===== src/rtl/trireg_bus_keeper_if.sv =====
`default_nettype none
// ============================================================================
// Module      : trireg_bus_keeper_if
// Description : Select/data inputs and retained-net status outputs of the
//               trireg bus keeper.
// Revision    : 1.0  initial release
// ============================================================================
interface trireg_bus_keeper_if #(
    parameter int WIDTH = 8
);
    logic [1:0]       sel;
    logic [WIDTH-1:0] drv_data;
    logic [WIDTH-1:0] bus_data;
    logic             bus_driven;
    logic             bus_valid;
    logic             charge_lost;
    logic [7:0]       hold_entries;

    modport master (
        output sel,
        output drv_data,
        input  bus_data,
        input  bus_driven,
        input  bus_valid,
        input  charge_lost,
        input  hold_entries
    );

    modport slave (
        input  sel,
        input  drv_data,
        output bus_data,
        output bus_driven,
        output bus_valid,
        output charge_lost,
        output hold_entries
    );
endinterface
`default_nettype wire


===== src/rtl/trireg_bus_keeper.sv =====
`default_nettype none
// ============================================================================
// Module      : trireg_bus_keeper
// Description : Charge-storage net model. Holds the last driven value after
//               release and decays it to FLOAT_VALUE after DECAY_CYCLES.
// Revision    : 1.0  initial release
// ============================================================================
module trireg_bus_keeper #(
    parameter int WIDTH        = 8,
    parameter int DECAY_CYCLES = 16,
    parameter int CONST_2      = 255,
    parameter int CONST_3      = 30,
    parameter int FLOAT_VALUE  = 0
) (
    input  logic               clk,
    input  logic               rst,
    trireg_bus_keeper_if.slave bus
);

    localparam int                 c_AGE_W     = $clog2(DECAY_CYCLES) + 1;
    localparam logic [c_AGE_W-1:0] c_AGE_LAST  = (DECAY_CYCLES == 0) ? '0 : c_AGE_W'(DECAY_CYCLES - 1);
    localparam logic [c_AGE_W-1:0] c_AGE_ONE   = c_AGE_W'(1);
    localparam logic [WIDTH-1:0]   c_CONST_2   = WIDTH'(CONST_2);
    localparam logic [WIDTH-1:0]   c_CONST_3   = WIDTH'(CONST_3);
    localparam logic [WIDTH-1:0]   c_FLOAT     = WIDTH'(FLOAT_VALUE);
    localparam logic [7:0]         c_HOLD_MAX  = 8'hFF;

    typedef enum logic [1:0] {
        S_EMPTY  = 2'd0,
        S_DRIVEN = 2'd1,
        S_HOLD   = 2'd2
    } state_t;

    state_t             r_state;
    state_t             w_state_nxt;
    logic [WIDTH-1:0]   r_bus_data;
    logic [WIDTH-1:0]   w_bus_data_nxt;
    logic [WIDTH-1:0]   w_src;
    logic [c_AGE_W-1:0] r_age;
    logic [c_AGE_W-1:0] w_age_nxt;
    logic [7:0]         r_hold_entries;
    logic [7:0]         w_hold_entries_nxt;
    logic               r_charge_lost;
    logic               w_charge_lost_nxt;
    logic               r_bus_driven;
    logic               r_bus_valid;
    logic               w_decay_on;
    logic               w_decay_hit;

    // With DECAY_CYCLES==0 the charge is kept forever and age stays frozen.
    generate
        if (DECAY_CYCLES == 0) begin : g_no_decay
            assign w_decay_on  = 1'b0;
            assign w_decay_hit = 1'b0;
        end else begin : g_decay
            assign w_decay_on  = 1'b1;
            assign w_decay_hit = (r_age == c_AGE_LAST);
        end
    endgenerate

    always_comb begin
        w_src = c_CONST_3;
        case (bus.sel)
            2'd1:    w_src = bus.drv_data;
            2'd2:    w_src = c_CONST_2;
            default: w_src = c_CONST_3;
        endcase
    end

    always_comb begin
        w_state_nxt        = r_state;
        w_bus_data_nxt     = r_bus_data;
        w_age_nxt          = r_age;
        w_hold_entries_nxt = r_hold_entries;
        w_charge_lost_nxt  = 1'b0;

        // Any active driver wins, including on the decay edge.
        if (bus.sel != 2'd0) begin
            w_state_nxt    = S_DRIVEN;
            w_bus_data_nxt = w_src;
            w_age_nxt      = '0;
        end else begin
            case (r_state)
                S_DRIVEN: begin
                    w_state_nxt = S_HOLD;
                    w_age_nxt   = '0;
                    if (r_hold_entries != c_HOLD_MAX) begin
                        w_hold_entries_nxt = r_hold_entries + 8'd1;
                    end
                end
                S_HOLD: begin
                    if (w_decay_on) begin
                        if (w_decay_hit) begin
                            w_state_nxt       = S_EMPTY;
                            w_bus_data_nxt    = c_FLOAT;
                            w_age_nxt         = '0;
                            w_charge_lost_nxt = 1'b1;
                        end else begin
                            w_age_nxt = r_age + c_AGE_ONE;
                        end
                    end
                end
                default: begin
                    w_state_nxt    = S_EMPTY;
                    w_bus_data_nxt = c_FLOAT;
                end
            endcase
        end
    end

    always_ff @(posedge clk) begin
        if (rst) begin
            r_state        <= S_EMPTY;
            r_bus_data     <= c_FLOAT;
            r_age          <= '0;
            r_hold_entries <= '0;
            r_charge_lost  <= 1'b0;
            r_bus_driven   <= 1'b0;
            r_bus_valid    <= 1'b0;
        end else begin
            r_state        <= w_state_nxt;
            r_bus_data     <= w_bus_data_nxt;
            r_age          <= w_age_nxt;
            r_hold_entries <= w_hold_entries_nxt;
            r_charge_lost  <= w_charge_lost_nxt;
            r_bus_driven   <= (w_state_nxt == S_DRIVEN);
            r_bus_valid    <= (w_state_nxt != S_EMPTY);
        end
    end

    assign bus.bus_data     = r_bus_data;
    assign bus.bus_driven   = r_bus_driven;
    assign bus.bus_valid    = r_bus_valid;
    assign bus.charge_lost  = r_charge_lost;
    assign bus.hold_entries = r_hold_entries;

endmodule
`default_nettype wire


===== src/flat_wrapper.sv =====
// flat-port wrapper written by rule: the top's interface ports become plain ports
module trireg_bus_keeper_flat 
#(
    parameter int WIDTH        = 8,
    parameter int DECAY_CYCLES = 16,
    parameter int CONST_2      = 255,
    parameter int CONST_3      = 30,
    parameter int FLOAT_VALUE  = 0
)
  (clk, rst, bus_sel, bus_drv_data, bus_bus_data, bus_bus_driven, bus_bus_valid, bus_charge_lost, bus_hold_entries);
  trireg_bus_keeper_if #(.WIDTH(WIDTH)) bus_i ();
  input  logic clk;
  input  logic rst;
  input wire logic [$bits(bus_i.sel)-1:0] bus_sel;
  input wire logic [$bits(bus_i.drv_data)-1:0] bus_drv_data;
  output wire logic [$bits(bus_i.bus_data)-1:0] bus_bus_data;
  output wire logic [$bits(bus_i.bus_driven)-1:0] bus_bus_driven;
  output wire logic [$bits(bus_i.bus_valid)-1:0] bus_bus_valid;
  output wire logic [$bits(bus_i.charge_lost)-1:0] bus_charge_lost;
  output wire logic [$bits(bus_i.hold_entries)-1:0] bus_hold_entries;
  assign bus_i.sel = bus_sel;
  assign bus_i.drv_data = bus_drv_data;
  assign bus_bus_data = bus_i.bus_data;
  assign bus_bus_driven = bus_i.bus_driven;
  assign bus_bus_valid = bus_i.bus_valid;
  assign bus_charge_lost = bus_i.charge_lost;
  assign bus_hold_entries = bus_i.hold_entries;
  trireg_bus_keeper #(.WIDTH(WIDTH), .DECAY_CYCLES(DECAY_CYCLES), .CONST_2(CONST_2), .CONST_3(CONST_3), .FLOAT_VALUE(FLOAT_VALUE)) u_core (.clk(clk), .rst(rst), .bus(bus_i));
endmodule

===== config.mk =====
export PLATFORM = sky130hd
export DESIGN_NAME = trireg_bus_keeper_flat
export DESIGN_NICKNAME = d
export VERILOG_FILES = /design/src/rtl/trireg_bus_keeper_if.sv /design/src/rtl/trireg_bus_keeper.sv /design/src/flat_wrapper.sv
export SDC_FILE = /design/constraint.sdc
export NUM_CORES = 1
export LEC_CHECK = 0
export CAP_MARGIN = 20
export CORE_MARGIN = 3
export CORE_UTILIZATION = 49
export DETAILED_ROUTE_END_ITERATION = 16
export PLACE_DENSITY_LB_ADDON = 0.1
export SLEW_MARGIN = 15
export SYNTH_ARGS = -nofsm -noshare
export SYNTH_HDL_FRONTEND = slang
export SYNTH_SLANG_ARGS = --single-unit

===== constraint.sdc =====
create_clock -name clk -period 1.8 [get_ports clk]
set_input_delay 0.18 -clock clk [delete_from_list [all_inputs] [get_ports clk]]
set_output_delay 0.18 -clock clk [all_outputs]
set_load 0.01 [all_outputs]

==> results.md <==
* Pin slew with the least headroom to its limit at 0.357 ns
* CORE AREA at 0.00252 mm²
* Reg-to-Reg Start: u_core.r_state[0]
* Worst Path Buf+Inv at 1
* Seq. cell area at 520 µm²
* Detailed Route WL at 2830 µm
* Fin nets at 189
* Sequential-to-total area share from yosys stat at 0.395
* Crit path cell chain: clkdlybuf4s50_1
* Psw at 262 µW
* Global route total overflow at 0
* Int Power at 811 µW
* Worst Setup EP: bus_hold_entries[2]
* CP arrival at 1.40 ns
* Clk slew on worst S/H paths at 0.14 ns
* PwrDens at 627 mW/mm²
* Synth area leader: dfxtp_1
* Yosys reg bits at 26
* Total setup buffers inserted after CTS at 0
* CP max FO at 8
* Yosys cell types at 42
* CP Data Required Time at 1.62 ns
* Count leader, synth: dfxtp_1
* CTS Root Cell: clkbuf_4
* Switching part of the total at 0.244
* Run status: finished, final reports clean
* Layout cell share with drive strength beyond 1 at 0.154
* Achievable frequency at 631 MHz
* Path type of the worst setup path: reg -> out
* Critical Path Max Stage Delay at 0.60 ns
* Final ANT Viol Nets at 0
* Largest net degree at the start of global routing at 15
* Routed len/inst at 14.2 µm
* Tightest Hold Check Type: reg -> reg
* Top cells by count, synth: dfxtp_1 (26), a21oi_1 (14), inv_1 (13)
* Dpl ws at 0.0142 ns
* Die Height at 57.9 µm
* Die ar. at 0.00335 mm²
* Total power at 1.07 mW
* HPWL after DPL at 2150 µm
* Final Hold Slack at 0.490 ns
* Worst slew margin at 0.761
* Clk buf depth at 2
* Initial antenna violation count at 0
* GRT Util Overall at 0.185
* Number of cells on the critical path at 1
* Vias per cell at 5.60
* Critical path's slowest cell: clkdlybuf4s50_1
* N_diodes at 0
* Synthesized area at 0.00132 mm²
* Max_cap viols at 0
* Initial core utilization at 0.523
* Setup TNS at 0 ns
* Initial DRC count at 37
* Worst-skew pair later-pin latency at 0.33 ns
* Critical Path Start: u_core.bus.hold_entries[2]
* Clock skew at 0.00394 ns
* Filler cell count at 218
* Net Count, Synth at 152
* CTS tree: built
* Combinational fraction of design power at 0.155
* Post-CTS Hold Buffers at 0
* Clk sink count at 26
* Fin. max-slew vios at 0
* Die W at 57.9 µm
* Area of the multi-input gates at 714 µm²
* Number of global-route vias before repair at 1093
* Max VDD drop at 0.000600 V
* Setup Viol. Count Final at 0
* Final Critical Period at 1.58 ns
* Setup WS post-layout at 0.216 ns
* DRC violations left at 0
* Main synth FF type: dfxtp_1
* Leak at 0.658 nW
* Delay-heaviest family, CP: buffers and inverters
* Ports at 31
* Synth Instances at 133
* Worst R2R Path Depth at 6
* EDFF count, synth at 0
* H-tree Lvls at 1
* RSZ-0062 raised after global routing: no
* Area growth syn-to-layout at 29.7%
* Synth top area cells: dfxtp_1 (39%), ha_1 (6.6%), a21oi_1 (5.3%)
* Critical Path Sink Type: output port
* Resized cells post-CTS at 0
* Final period util at 0.880
* Startpoint types: register
* 1st-pass router iterations at 4
* Mean Syn Cell Area at 9.92 µm²
* Clock power share at 0.281
* R2R Setup Slk at 0.28 ns
* Num CTS Buffers at 3
* FFs w/ async S/R, synth at 0
* Row count at 18
* Vias at 1115
* Port Buffer Count at 30
* RD Place Congestion at 0.806
* Reg power frac at 0.564
* Final Hold Viols at 0
* First-pass GRT wire length at 4840 µm
* Yosys warns at 0
* Area share of the leading cell type in the synthesized netlist at 0.395
* Reg-to-reg critical path endpoint: u_core.r_age[3]
==> metrics by stage <==
stage,std cells,util,area (µm²)
global placement,195,0.664,1670
finish,199,0.678,1710
detailed placement,195,0.664,1670
floorplan,133,-,1320
CTS,199,0.678,1710
global route,199,0.678,1710
==> final cells by class <==
| class | instances | area share |
|---|---|---|
| Tap cell | 30 | 0.0219 |
| Sequential cell | 26 | 0.304 |
| Inverter | 13 | 0.0285 |
| Clock buffer | 4 | 0.0212 |
| Timing Repair Buffer | 37 | 0.206 |
| Multi-Input combinational cell | 89 | 0.418 |
==> state kept, by name (all words and copies together), names as in the netlist <==
register and cells:
u_core.r_state 2, u_core.r_age 5, u_core.bus.bus_valid 1, u_core.bus.bus_data 8, u_core.bus.hold_entries 8, u_core.bus.bus_driven 1, u_core.bus.charge_lost 1
==> metal layers <==
metal  track usage  vias up  routed length [µm]
li1              -      563                   -
met1         0.220      524                1260
met2         0.308       23                1390
met3        0.0401        5                 122
met4         0.103        0                  57
met5             0        -                   0
==> power groups by stage <==
stage | combinational, mW | clock [mW] | sequential (mW)
floorplan | 0.0759 | 0 | 0.624
global placement | 0.161 | 0 | 0.617
detailed placement | 0.166 | 0 | 0.617
CTS | 0.167 | 0.315 | 0.605
global route | 0.182 | 0.332 | 0.607
finish | 0.166 | 0.301 | 0.605
==> kinds of logic (layout without fill, tap and decap cells) <==
logic type / after synthesis / after routing / synth area share
AO/OA/AOI/OAI: 40 / 40 / 0.248
AND/OR/NAND/NOR: 40 / 40 / 0.209
flip-flops: 26 / 26 / 0.395
buffers and inverters: 18 / 54 / 0.0636
adder cells (fa/ha/maj): 7 / 7 / 0.0664
multiplexers: 2 / 2 / 0.0190
==> worst min path at each step <==
| stage | start | endpoint | slack, ns | cells after the start |
|---|---|---|---|---|
| 2_1_floorplan | rst | u_core.r_state[0] | 0.30 | 1 |
| 3_3_place_gp | u_core.bus.bus_data[5] | u_core.bus.bus_data[5] | 0.46 | 2 |
| 3_5_place_dp | u_core.bus.bus_data[1] | u_core.bus.bus_data[1] | 0.47 | 2 |
| 4_1_cts | bus_drv_data[5] | u_core.bus.bus_data[5] | 0.48 | 3 |
| 5_1_grt | bus_drv_data[0] | u_core.bus.bus_data[0] | 0.49 | 3 |
| 6_report | u_core.bus.bus_data[1] | u_core.bus.bus_data[1] | 0.49 | 2 |
==> placed cells by master, fill, tap and decap left out, types with 4 or more instances in the layout <==
cell	count
a21oi_1	14
buf_4	7
clkdlybuf4s50_1	30
dfxtp_1	26
ha_1	7
inv_1	13
nand2_1	4
nand2b_1	4
nor2_1	4
nor2b_1	5
o32ai_1	8
Power figures use the tool's default switching activity.
==> patch 1: new RTL, same settings <==
`WIDTH` is set to 8 in 3 places; all go to 12.
--- a/src/rtl/trireg_bus_keeper_if.sv
+++ b/src/rtl/trireg_bus_keeper_if.sv
@@ -6,7 +6,7 @@
 // Revision    : 1.0  initial release
 // ============================================================================
 interface trireg_bus_keeper_if #(
-    parameter int WIDTH = 8
+    parameter int WIDTH = 12
 );
     logic [1:0]       sel;
     logic [WIDTH-1:0] drv_data;
--- a/src/rtl/trireg_bus_keeper.sv
+++ b/src/rtl/trireg_bus_keeper.sv
@@ -6,7 +6,7 @@
 // Revision    : 1.0  initial release
 // ============================================================================
 module trireg_bus_keeper #(
-    parameter int WIDTH        = 8,
+    parameter int WIDTH        = 12,
     parameter int DECAY_CYCLES = 16,
     parameter int CONST_2      = 255,
     parameter int CONST_3      = 30,
--- a/src/flat_wrapper.sv
+++ b/src/flat_wrapper.sv
@@ -1,7 +1,7 @@
 // flat-port wrapper written by rule: the top's interface ports become plain ports
 module trireg_bus_keeper_flat 
 #(
-    parameter int WIDTH        = 8,
+    parameter int WIDTH        = 12,
     parameter int DECAY_CYCLES = 16,
     parameter int CONST_2      = 255,
     parameter int CONST_3      = 30,
Ports: changed (resized bus_bus_data and bus_drv_data); port bits go from 31 to 39. The function was not compared with the original's and may differ.
==> patch 1 against the unedited design <==
Cell area grew 13%. Global-route usage grew 3.1 points. Setup slack lost 0.099 ns. Total power grew 21%. Sequential cell count grew 4. Routed wire length grew 16%. Clock power grew 37%. First-iteration DRC count grew 62%. Area after synthesis grew 7.9%. Critical endpoint is now u_core.bus.bus_data[4]. Largest power group unchanged.
==> patch 1: results (changes against the unedited design) <==
stage	metric	value	unit	change
yosys	number of unique standard cell types used by synthesis	44		was 42
placed_design	half-perimeter wire length after placement	2530	microns	was 2150 microns
yosys	Syn Area/Cell	9.55	sq um	was 9.92 sq um
power_and_ir_drop	maximum vdd drop	648	uV	was 600 uV
placed_design	port buffer count	38		was 30
worst_hold_path	Hold Crit Start	bus_drv_data[8]		was u_core.bus.bus_data[1]
final_layout	fraction of layout instances using a drive strength above 1	12.7	%	was 15.4%
power_and_ir_drop	leakage	0.729	nW	was 0.658 nW
drt	number of violations reported at the end of detailed-routing iteration 0	60		was 37
critical_path	slack of the worst reg-to-reg path	0.13	ns	was 0.28 ns
worst_hold_path	Worst Hold Path EP	u_core.bus.bus_data[8]		was u_core.bus.bus_data[1]
drt	Total Routed Length	3280	microns	was 2830 microns
yosys	leading cell types by total area after synthesis	sky130_fd_sc_hd__dfxtp_1, sky130_fd_sc_hd__ha_1, sky130_fd_sc_hd__a21oi_1		unchanged
clock_network	maximum level of the CTS H-tree	2		was 1
worst_hold_path	worst min-delay path category	in2reg		was reg2reg
clock_network	Clock Pin Slew Worst Setup and Hold Paths	0.09	ns	was 0.14 ns
critical_path	crit path launch	bus_sel[0]		was u_core.bus.hold_entries[2]
grt	first-pass GRT wire length	5910	microns	was 4840 microns
critical_path	worst stage delay on the critical path	0.48	ns	was 0.60 ns
power_and_ir_drop	sequential power	0.000697	W	was 0.000605 W
critical_path	cell depth of the worst flop-to-flop path	4		was 6
power_and_ir_drop	Clk. pwr	0.000413	W	was 0.000301 W
critical_path	launch point of the worst reg-to-reg path	u_core.r_age[0]		was u_core.r_state[0]
critical_path	last element of the critical path	u_core.bus.bus_data[4]		was bus_hold_entries[2]
grt	overall fraction of global-route tracks in use	21.6	%	was 18.5%
power_and_ir_drop	sequential fraction of design power	53.6	%	was 56.4%
drt	post-detailed-route wirelength per cell	14.4	microns	was 14.2 microns
yosys	proportion of synthesized chip area in sequential cells	42.2	%	was 39.5%
final_layout	Nets	219		was 189
sta	Post-Route Skew	0.00469	ns	was 0.00394 ns
drt	number of vias in the routed layout	1337		was 1115
run_status	run status	complete, no violations		unchanged
critical_path	data arrival time of the worst path	1.88	ns	was 1.40 ns
-- patch 1: through the flow --
step	worst slack (ns)	area [sq um]
5_1_grt	0.00428	1920
4_1_cts	0.124	1920
2_1_floorplan	0.329	1420
3_3_place_gp	-0.130	1860
6_report	0.116	1920
3_5_place_dp	-0.215	1860
-- patch 1: cell type report --
type | instances | area [sq um]
Tap cell | 30 | 37.5
Fill cell | 202 | 688
Sequential cell | 30 | 601
Clock buffer | 7 | 55.1
Clock inverter | 1 | 5.00
Inverter | 11 | 41.3
Multi-Input combinational cell | 102 | 744
Timing Repair Buffer | 46 | 440
-- patch 1: logic make-up after synthesis --
kind of cell	synth area share, %
AO/OA/AOI/OAI	23.1
multiplexers	1.76
buffers and inverters	5.45
AND/OR/NAND/NOR	21.3
adder cells (fa/ha/maj)	6.16
flip-flops	42.2
-- patch 1: layer usage --
metal	vias to the layer above	track usage, %
met5	-	0
met4	0	7.28
met3	9	7.99
met2	47	36.4
met1	624	25.0
li1	657	-
==> patch 2: new RTL, same flow settings <==
Without the edit above. Encoding of `state_t`: now one-hot (3 bits for 3 states).
--- a/src/rtl/trireg_bus_keeper.sv
+++ b/src/rtl/trireg_bus_keeper.sv
@@ -25,10 +25,10 @@
     localparam logic [WIDTH-1:0]   c_FLOAT     = WIDTH'(FLOAT_VALUE);
     localparam logic [7:0]         c_HOLD_MAX  = 8'hFF;
 
-    typedef enum logic [1:0] {
-        S_EMPTY  = 2'd0,
-        S_DRIVEN = 2'd1,
-        S_HOLD   = 2'd2
+    typedef enum logic [2:0] {
+        S_EMPTY  = 3'b001,
+        S_DRIVEN = 3'b010,
+        S_HOLD   = 3'b100
     } state_t;
 
     state_t             r_state;
Formal check against the unedited RTL: no difference found for any inputs over 10 cycles, from zero or initial values and one cycle with rst high; not proved beyond that.
==> patch 2 against the unedited design <==
Area after synthesis shrank 5.7%. Setup slack gained 0.026 ns. Combinational power shrank 16%. Sequential cell count grew 1. Routed wire length shrank 8.3%. Cell area shrank 5.3%. Total power shrank 3.0%. Non-clock buffer count shrank 1. Final cell count shrank 1.5%. Utilization grew 2.1 points. Sequential power grew 4.3%.
==> patch 2: results (changes against the unedited design) <==
stage	metric	value	unit	change
critical_path	Crit Reg-Reg Endpoint	u_core.bus.hold_entries[7]		was u_core.r_age[3]
critical_path	launch point of the worst reg-to-reg path	u_core.r_state[1]		was u_core.r_state[0]
critical_path	data arrival time of the worst path	1.38	ns	was 1.40 ns
drt	Total Routed Length	2590	microns	was 2830 microns
grt	fraction of met1 tracks used by global routing	19.7	%	was 22.0%
worst_hold_path	cell depth of the worst hold path	3		was 2
grt	met3 usage in global routing	4.14	%	was 4.01%
power_and_ir_drop	leakage	0.612	nW	was 0.658 nW
power_and_ir_drop	Logic power comb	0.000139	W	was 0.000166 W
placed_design	half-perimeter wire length after placement	1860	microns	was 2150 microns
power_and_ir_drop	sequential fraction of design power	60.7	%	was 56.4%
critical_path	slack of the worst reg-to-reg path	0.25	ns	was 0.28 ns
drt	metal2 WL	1250	microns	was 1390 microns
critical_path	worst stage delay on the critical path	0.58	ns	was 0.60 ns
power_and_ir_drop	maximum vdd drop	484	uV	was 600 uV
yosys	proportion of synthesized chip area in sequential cells	43.5	%	was 39.5%
run_status	run status	complete, no violations		unchanged
yosys	commonest cells in the synthesized netlist	sky130_fd_sc_hd__dfxtp_1, sky130_fd_sc_hd__a21oi_1, sky130_fd_sc_hd__nor2_1		was sky130_fd_sc_hd__dfxtp_1, sky130_fd_sc_hd__a21oi_1, sky130_fd_sc_hd__inv_1
drt	routed length on met3	145	microns	was 122 microns
yosys	complex-gate fraction of the synthesized area	20.7	%	was 24.8%
placed_design	placed instance area	0.00159	sq mm	was 0.00167 sq mm
yosys	synthesized netlist cell count	135		was 133
grt	largest net degree at the start of global routing	16		was 15
yosys	Synth Area in Adders	5.03	%	was 6.64%
sta	Post-Route Skew	0.00239	ns	was 0.00394 ns
drt	number of violations reported at the end of detailed-routing iteration 0	21		was 37
placed_design	gpl congestion	0.775		was 0.806
sta	Rel. slew slack	74.5	%	was 76.1%
final_layout	number of fillers in the final layout	178		was 218
sta	Period Utilization, post-route	86.6	%	was 88.0%
yosys	proportion of synthesized area in mux cells	0.805	%	was 1.90%
critical_path	cell depth of the worst flop-to-flop path	4		was 6
final_layout	Nets	186		was 189
sta	hold slack final	0.475	ns	was 0.490 ns
==> patch 2: cell count changes after synthesis, moves of 4 or more <==
cell | unedited run | this run
sky130_fd_sc_hd__xor2_1 | 0 | 5
sky130_fd_sc_hd__nor2_1 | 4 | 9
sky130_fd_sc_hd__o2bb2ai_1 | 0 | 8
sky130_fd_sc_hd__and2_1 | 0 | 4
sky130_fd_sc_hd__inv_1 | 13 | 5
sky130_fd_sc_hd__o32ai_1 | 8 | 0
==> patch 2: layout make-up <==
| cell class | instances | area (sq um) | area share (%) |
|---|---|---|---|
| tap | 28 | 35.0 | 2.16 |
| inverter | 5 | 18.8 | 1.16 |
| clock inverter | 1 | 5.00 | 0.309 |
| multi-input combinational | 96 | 653 | 40.3 |
| timing repair buffer | 36 | 345 | 21.3 |
| sequential | 27 | 541 | 33.4 |
| clock buffer | 3 | 22.5 | 1.39 |
==> patch 2: cells by family after synthesis <==
family	Yosys count
flops	27
compound gates	39
simple gates	46
buf+inv	12
fa+ha+maj	5
xor+xnor	5
mux	1
